## src/rtl/pmu_snapshot_reader.sv

```systemverilog
// PMU snapshot reader: sweeps tile/register counters over a
// level-handshake read port and streams them out as samples.
module pmu_snapshot_reader #(
  parameter int DATA_WIDTH         = 64,
  parameter int TILE_COUNT         = 1,
  parameter int EVENT_SIGNAL_COUNT = 23,
  parameter int ADDR_REG_WIDTH     = 6,
  parameter int ADDR_TILE_WIDTH    = 7,
  parameter int ADDR_ALIGN_WIDTH   = 3,
  parameter int TIMEOUT_CYCLES     = 1024,
  parameter int AW = ADDR_TILE_WIDTH + ADDR_REG_WIDTH
                     + ADDR_ALIGN_WIDTH
) (
  input  logic                       noc_clk,
  input  logic                       rst,
  input  logic                       start_i,
  input  logic [31:0]                period_i,
  output logic                       busy_o,
  output logic                       counter_read_enable_o,
  output logic [AW-1:0]              counter_read_address_o,
  input  logic                       counter_read_valid_i,
  input  logic [DATA_WIDTH-1:0]      counter_read_data_i,
  output logic                       sample_valid_o,
  input  logic                       sample_ready_i,
  output logic [DATA_WIDTH-1:0]      sample_data_o,
  output logic [ADDR_TILE_WIDTH-1:0] sample_tile_o,
  output logic [ADDR_REG_WIDTH-1:0]  sample_reg_o,
  output logic                       sample_last_o,
  output logic                       sample_err_o,
  output logic [15:0]                sweep_count_o
);

  localparam int TW = $clog2(TIMEOUT_CYCLES + 1);

  typedef enum logic [1:0] {
    IDLE,
    REQ,
    RELEASE,
    EMIT
  } state_t;

  state_t                     state_q;
  logic                       pend_q;
  logic                       vld_meta_q;
  logic                       vld_s_q;
  logic [31:0]                per_cnt_q;
  logic [31:0]                per_prev_q;
  logic [TW-1:0]              to_cnt_q;
  logic                       to_flag_q;
  logic [ADDR_TILE_WIDTH-1:0] tile_q;
  logic [ADDR_REG_WIDTH-1:0]  reg_q;
  logic                       en_q;
  logic [AW-1:0]              addr_q;
  logic                       busy_q;
  logic                       svalid_q;
  logic [DATA_WIDTH-1:0]      sdata_q;
  logic [ADDR_TILE_WIDTH-1:0] stile_q;
  logic [ADDR_REG_WIDTH-1:0]  sreg_q;
  logic                       slast_q;
  logic                       serr_q;
  logic [15:0]                sweeps_q;

  logic                       per_tick;
  logic                       reg_wrap;
  logic                       is_last;
  logic [ADDR_TILE_WIDTH-1:0] tile_d;
  logic [ADDR_REG_WIDTH-1:0]  reg_d;

  assign per_tick = (period_i != 32'd0)
                 && (period_i == per_prev_q)
                 && (per_cnt_q == period_i - 32'd1);

  assign reg_wrap = reg_q == ADDR_REG_WIDTH'(EVENT_SIGNAL_COUNT);
  assign is_last  = reg_wrap
                 && (tile_q == ADDR_TILE_WIDTH'(TILE_COUNT - 1));
  assign tile_d   = reg_wrap ? tile_q + ADDR_TILE_WIDTH'(1) : tile_q;
  assign reg_d    = reg_wrap ? '0 : reg_q + ADDR_REG_WIDTH'(1);

  // Two-flop synchronizer for the responder valid level
  always_ff @(posedge noc_clk or negedge rst) begin
    if (!rst) begin
      vld_meta_q <= 1'b0;
      vld_s_q    <= 1'b0;
    end else begin
      vld_meta_q <= counter_read_valid_i;
      vld_s_q    <= vld_meta_q;
    end
  end

  // Auto-sweep period counter; restarts whenever the period changes
  always_ff @(posedge noc_clk or negedge rst) begin
    if (!rst) begin
      per_cnt_q  <= '0;
      per_prev_q <= '0;
    end else begin
      per_prev_q <= period_i;
      if (period_i == 32'd0 || period_i != per_prev_q)
        per_cnt_q <= '0;
      else if (per_tick)
        per_cnt_q <= '0;
      else
        per_cnt_q <= per_cnt_q + 32'd1;
    end
  end

  // Sweep FSM with registered outputs and coalescing pending flag
  always_ff @(posedge noc_clk or negedge rst) begin
    if (!rst) begin
      state_q   <= IDLE;
      pend_q    <= 1'b0;
      to_cnt_q  <= '0;
      to_flag_q <= 1'b0;
      tile_q    <= '0;
      reg_q     <= '0;
      en_q      <= 1'b0;
      addr_q    <= '0;
      busy_q    <= 1'b0;
      svalid_q  <= 1'b0;
      sdata_q   <= '0;
      stile_q   <= '0;
      sreg_q    <= '0;
      slast_q   <= 1'b0;
      serr_q    <= 1'b0;
      sweeps_q  <= '0;
    end else begin
      pend_q <= pend_q | start_i | per_tick;
      unique case (state_q)
        IDLE: begin
          if (pend_q) begin
            pend_q   <= start_i | per_tick;
            state_q  <= REQ;
            tile_q   <= '0;
            reg_q    <= '0;
            addr_q   <= '0;
            en_q     <= 1'b1;
            to_cnt_q <= '0;
            busy_q   <= 1'b1;
          end
        end
        REQ: begin
          if (vld_s_q) begin
            sdata_q   <= counter_read_data_i;
            serr_q    <= 1'b0;
            to_flag_q <= 1'b0;
            stile_q   <= tile_q;
            sreg_q    <= reg_q;
            slast_q   <= is_last;
            en_q      <= 1'b0;
            state_q   <= RELEASE;
          end else if (to_cnt_q == TW'(TIMEOUT_CYCLES - 1)) begin
            sdata_q   <= '1;
            serr_q    <= 1'b1;
            to_flag_q <= 1'b1;
            stile_q   <= tile_q;
            sreg_q    <= reg_q;
            slast_q   <= is_last;
            en_q      <= 1'b0;
            state_q   <= RELEASE;
          end else begin
            to_cnt_q <= to_cnt_q + TW'(1);
          end
        end
        RELEASE: begin
          if (to_flag_q || !vld_s_q) begin
            svalid_q <= 1'b1;
            state_q  <= EMIT;
          end
        end
        EMIT: begin
          if (sample_ready_i) begin
            svalid_q <= 1'b0;
            if (slast_q) begin
              sweeps_q <= sweeps_q + 16'd1;
              busy_q   <= 1'b0;
              state_q  <= IDLE;
            end else begin
              tile_q   <= tile_d;
              reg_q    <= reg_d;
              addr_q   <= {tile_d, reg_d,
                           {ADDR_ALIGN_WIDTH{1'b0}}};
              en_q     <= 1'b1;
              to_cnt_q <= '0;
              state_q  <= REQ;
            end
          end
        end
        default: state_q <= IDLE;
      endcase
    end
  end

  assign busy_o                 = busy_q;
  assign counter_read_enable_o  = en_q;
  assign counter_read_address_o = addr_q;
  assign sample_valid_o         = svalid_q;
  assign sample_data_o          = sdata_q;
  assign sample_tile_o          = stile_q;
  assign sample_reg_o           = sreg_q;
  assign sample_last_o          = slast_q;
  assign sample_err_o           = serr_q;
  assign sweep_count_o          = sweeps_q;

endmodule

```

## config.mk

```make
export PLATFORM = sky130hd
export DESIGN_NAME = pmu_snapshot_reader
export DESIGN_NICKNAME = d
export VERILOG_FILES = /design/src/rtl/pmu_snapshot_reader.sv
export SDC_FILE = /design/constraint.sdc
export NUM_CORES = 1
export LEC_CHECK = 0
export ABC_AREA = 0
export CORE_UTILIZATION = 25
export CTS_CLUSTER_SIZE = 10
export DETAILED_ROUTE_END_ITERATION = 8
export PLACE_DENSITY = 0.53
export SKIP_CTS_REPAIR_TIMING = 1
export SYNTH_ARGS = -nofsm -noshare
export SYNTH_HDL_FRONTEND = slang
export SYNTH_SLANG_ARGS = --single-unit
```

## constraint.sdc

```tcl
create_clock -name noc_clk -period 3.3 [get_ports noc_clk]
set_clock_uncertainty 0.05 [all_clocks]
set_input_delay 0.33 -clock noc_clk [delete_from_list [all_inputs] [get_ports noc_clk]]
set_output_delay 0.33 -clock noc_clk [all_outputs]
set_load 0.1 [all_outputs]
```

==> impl_metrics.ini <==
[status]
status = finished, final reports clean

[logic_synthesis]
synth_area_per_cell_sq_um = 10.65
ys_types = 66
synthCells = 874
ys_warn_count = 0
yosysSeqAreaShare_pct = 51.34
synth-edff-count = 0
ys.flop_type = dfrtp_1
synth_area_sq_um = 9309
ys_seq_elements = 191
synthArstFlopShare_pct = 100.0

[timing]
hold_viol_final = 0
period_share_pct = 96.47
post-route-min-period_ns = 3.184
fin_ws_ns = 0.1164
slew-limit-headroom_pct = 30.86
fin_tns_setup_ns = 0
drv_slew = 0
worst_slew_pin_slew_ns = 1.034
fmax_ghz = 0.3141
finalSetupViolations = 0

[layout]
register_area_sq_um = 4780
fillerInstances = 3696
multiInputGateArea_sq_um = 4273
syn_to_final_growth_pct = 38.21
fin_area_sq_um = 12870
drive_gt1_share_pct = 12.70
num_antenna_cells = 0
nNetsFinal = 1225

[floorplanning]
ios = 215
die_area_sq_um = 38010
start_util_pct = 25.43
die_x_um = 195.0
rows = 70
core_sq_um = 36610
die_h_um = 195.0

[clock_tree]
cts.htree.levels = 4
clk_path_buf_depth = 2
cts_buffers = 17
clkLatencyLatePin_ns = 0.45
cts.clk_slew.worst_paths_ns = 0.07
tritoncts = yes
clock_sinks = 191
root_buffer = clkbuf_16

[setup_path]
crit_arrival_ns = 3.46
r2r_start = to_cnt_q[0]
cp_data_required_time_ns = 3.58
startpoint_type = input pin
crit_path_end_kind = flip-flop
cp_max_fo = 33
rr_worst_depth = 7
r2r_end = to_cnt_q[6]
ff2ff_setup_slack_ns = 0.54
setup.worst_path.class = in2reg

[power]
p_sw_uw = 5420
pwr-share-clk_pct = 19.0
power_density_nw_per_um2 = 824.2
internal_power_uw = 5185
p_comb_share_pct = 52.0
power_uw = 10600
leakage_uw = 0.005140
swShare_pct = 51.11
seqPwrFrac_pct = 29.0
ir_worst_vdd_uv = 373.0

[routing]
ant_nets = 0
firstDrtPassIters = 5
via_per_inst = 4.673
drc = 0
routedWlPerCell_um = 16.42
vias = 7449
routed_wl_um = 26170
drtIter0Drc = 480

[placed_design]
dp_hpwl_um = 19050
dpl_cell_area_sq_um = 12260
place_congestion = 0.8427
pre_cts_ws_ns = -0.3626
portBuffers = 211

[min_path]
hold-path-endpoint = vld_meta_q
hold_class = in2reg
hold_depth = 1
hold_start = counter_read_valid_i

[global_routing]
grt_pass1_wl_um = 41620
grt_use_total_pct = 13.93
grt_pass1_vias = 7304
grt_max_degree = 79
grt_antenna_before_repair = 0
grt_overflow = 0

[run]
drv_cap = 0
[worst max-delay path by stage]
stage                      startpoint            end  cells past startpoint  slack [ns]
after floorplan           period_i[0]  per_cnt_q[10]                     12        0.02
after global placement    period_i[1]         pend_q                     12       -0.30
after detailed placement  period_i[1]  per_cnt_q[27]                     11       -0.36
after CTS                 period_i[1]  per_cnt_q[14]                     11        0.12
after global routing      period_i[7]  per_cnt_q[29]                     11      -0.006
final                     period_i[1]  per_cnt_q[14]                     11        0.12
[cells in the mapped netlist, types with 6 or more instances]
cell type / instances / share of area [%]
nand2_1: 78 / 3.1
dfrtp_1: 191 / 51
a21oi_2: 10 / 0.94
or4_1: 7 / 0.56
nand3b_1: 6 / 0.48
o22a_1: 64 / 6.0
a31oi_1: 8 / 0.54
xor2_1: 34 / 3.2
nor3_1: 23 / 1.2
nand4_1: 32 / 2.2
inv_1: 19 / 0.77
and3_1: 9 / 0.60
ha_1: 11 / 1.5
nand3_1: 27 / 1.5
clkbuf_1: 38 / 1.5
nor4_1: 13 / 0.87
a21oi_1: 35 / 1.9
xnor2_1: 88 / 8.3
o21ai_0: 21 / 1.1
mux2_2: 16 / 1.9
nor2_1: 53 / 2.1
[flip-flops by register name, summed over array words and instances, names as in the netlist]
name / count
sample_valid_o: 1
sample_tile_o: 7
sample_err_o: 1
vld_meta_q: 1
per_prev_q: 32
sweep_count_o: 16
sample_last_o: 1
vld_s_q: 1
reg_q: 5
sample_reg_o: 6
busy_o: 1
per_cnt_q: 32
tile_q: 6
sample_data_o: 64
to_cnt_q: 11
counter_read_address_o: 2
pend_q: 1
counter_read_enable_o: 1
state_q: 2
[logic make-up after synthesis]
family / after synthesis / share of synthesized area [%]
simple gates: 288 / 16.37
buf+inv: 69 / 3.333
mux: 20 / 2.366
other cells: 1 / 0.04028
flops: 191 / 51.34
compound gates: 172 / 13.59
xor+xnor: 122 / 11.48
fa+ha+maj: 11 / 1.478
[worst max-delay path: stages]
cell	delay (ns)
clkdlybuf4s50_1	0.43
inv_1	0.13
ha_4	0.14
or4b_4	0.48
or4b_4	0.58
nor4_4	0.33
xnor2_1	0.16
nand4_1	0.16
nor4_4	0.35
buf_12	0.25
a21oi_1	0.10
[cell usage in the layout, fill, tap and decap left out, types with 4 or more instances in the layout]
cell,Yosys,final
xnor2_1,88,88
nor4_1,13,12
a21oi_2,10,10
nand4_1,32,32
nor2b_1,5,5
o22a_1,64,64
buf_12,0,5
nand2b_1,5,5
nand2_1,78,77
nor2_1,53,53
clkdlybuf4s50_1,0,200
or4_1,7,7
buf_4,3,59
xor2_1,34,34
o21ai_0,21,21
nand3_1,27,27
inv_6,0,5
a211oi_1,4,4
a21oi_1,35,35
nor3_1,23,22
ha_1,11,10
or3_1,5,5
mux2i_1,4,4
and3_1,9,9
clkbuf_16,0,18
inv_1,19,19
and4_1,5,5
a31oi_1,8,7
nand3b_1,6,6
dfrtp_1,191,191
mux2_2,16,16
[power groups by stage]
| stage | sequential (uW) | combinational [uW] | clock [uW] |
|---|---|---|---|
| finish | 3080 | 5520 | 2010 |
| global route | 3140 | 5750 | 2170 |
| CTS | 3080 | 5560 | 2090 |
| detailed placement | 3130 | 5550 | 0 |
| global placement | 3110 | 5530 | 0 |
| floorplan | 6110 | 1070 | 0 |
[metrics by stage]
stage,cells,util (%),hold slack [ns]
after floorplan,876,-,-0.01559
after global placement,1559,33.49,0.2960
after detailed placement,1559,33.49,0.2847
after CTS,1591,35.01,-0.1496
after global routing,1594,35.14,0.2646
final,1594,35.14,0.2809
[metal layers]
layer	global-route usage, %	share of wire (%)
met5	0	0
met4	3.529	1.0
met3	2.863	4.1
met2	22.25	46
met1	19.12	48
[area by class of cell]
type                            count  area share, %
Inverter                           20         0.5835
Sequential cell                   191          37.15
Multi-Input combinational cell    616          33.21
Timing Repair Buffer              267          20.16
Clock inverter                     14          1.011
Clock buffer                       18          3.336
Tap cell                          468          4.551
No activity file was read; power rests on OpenSTA's default activity.
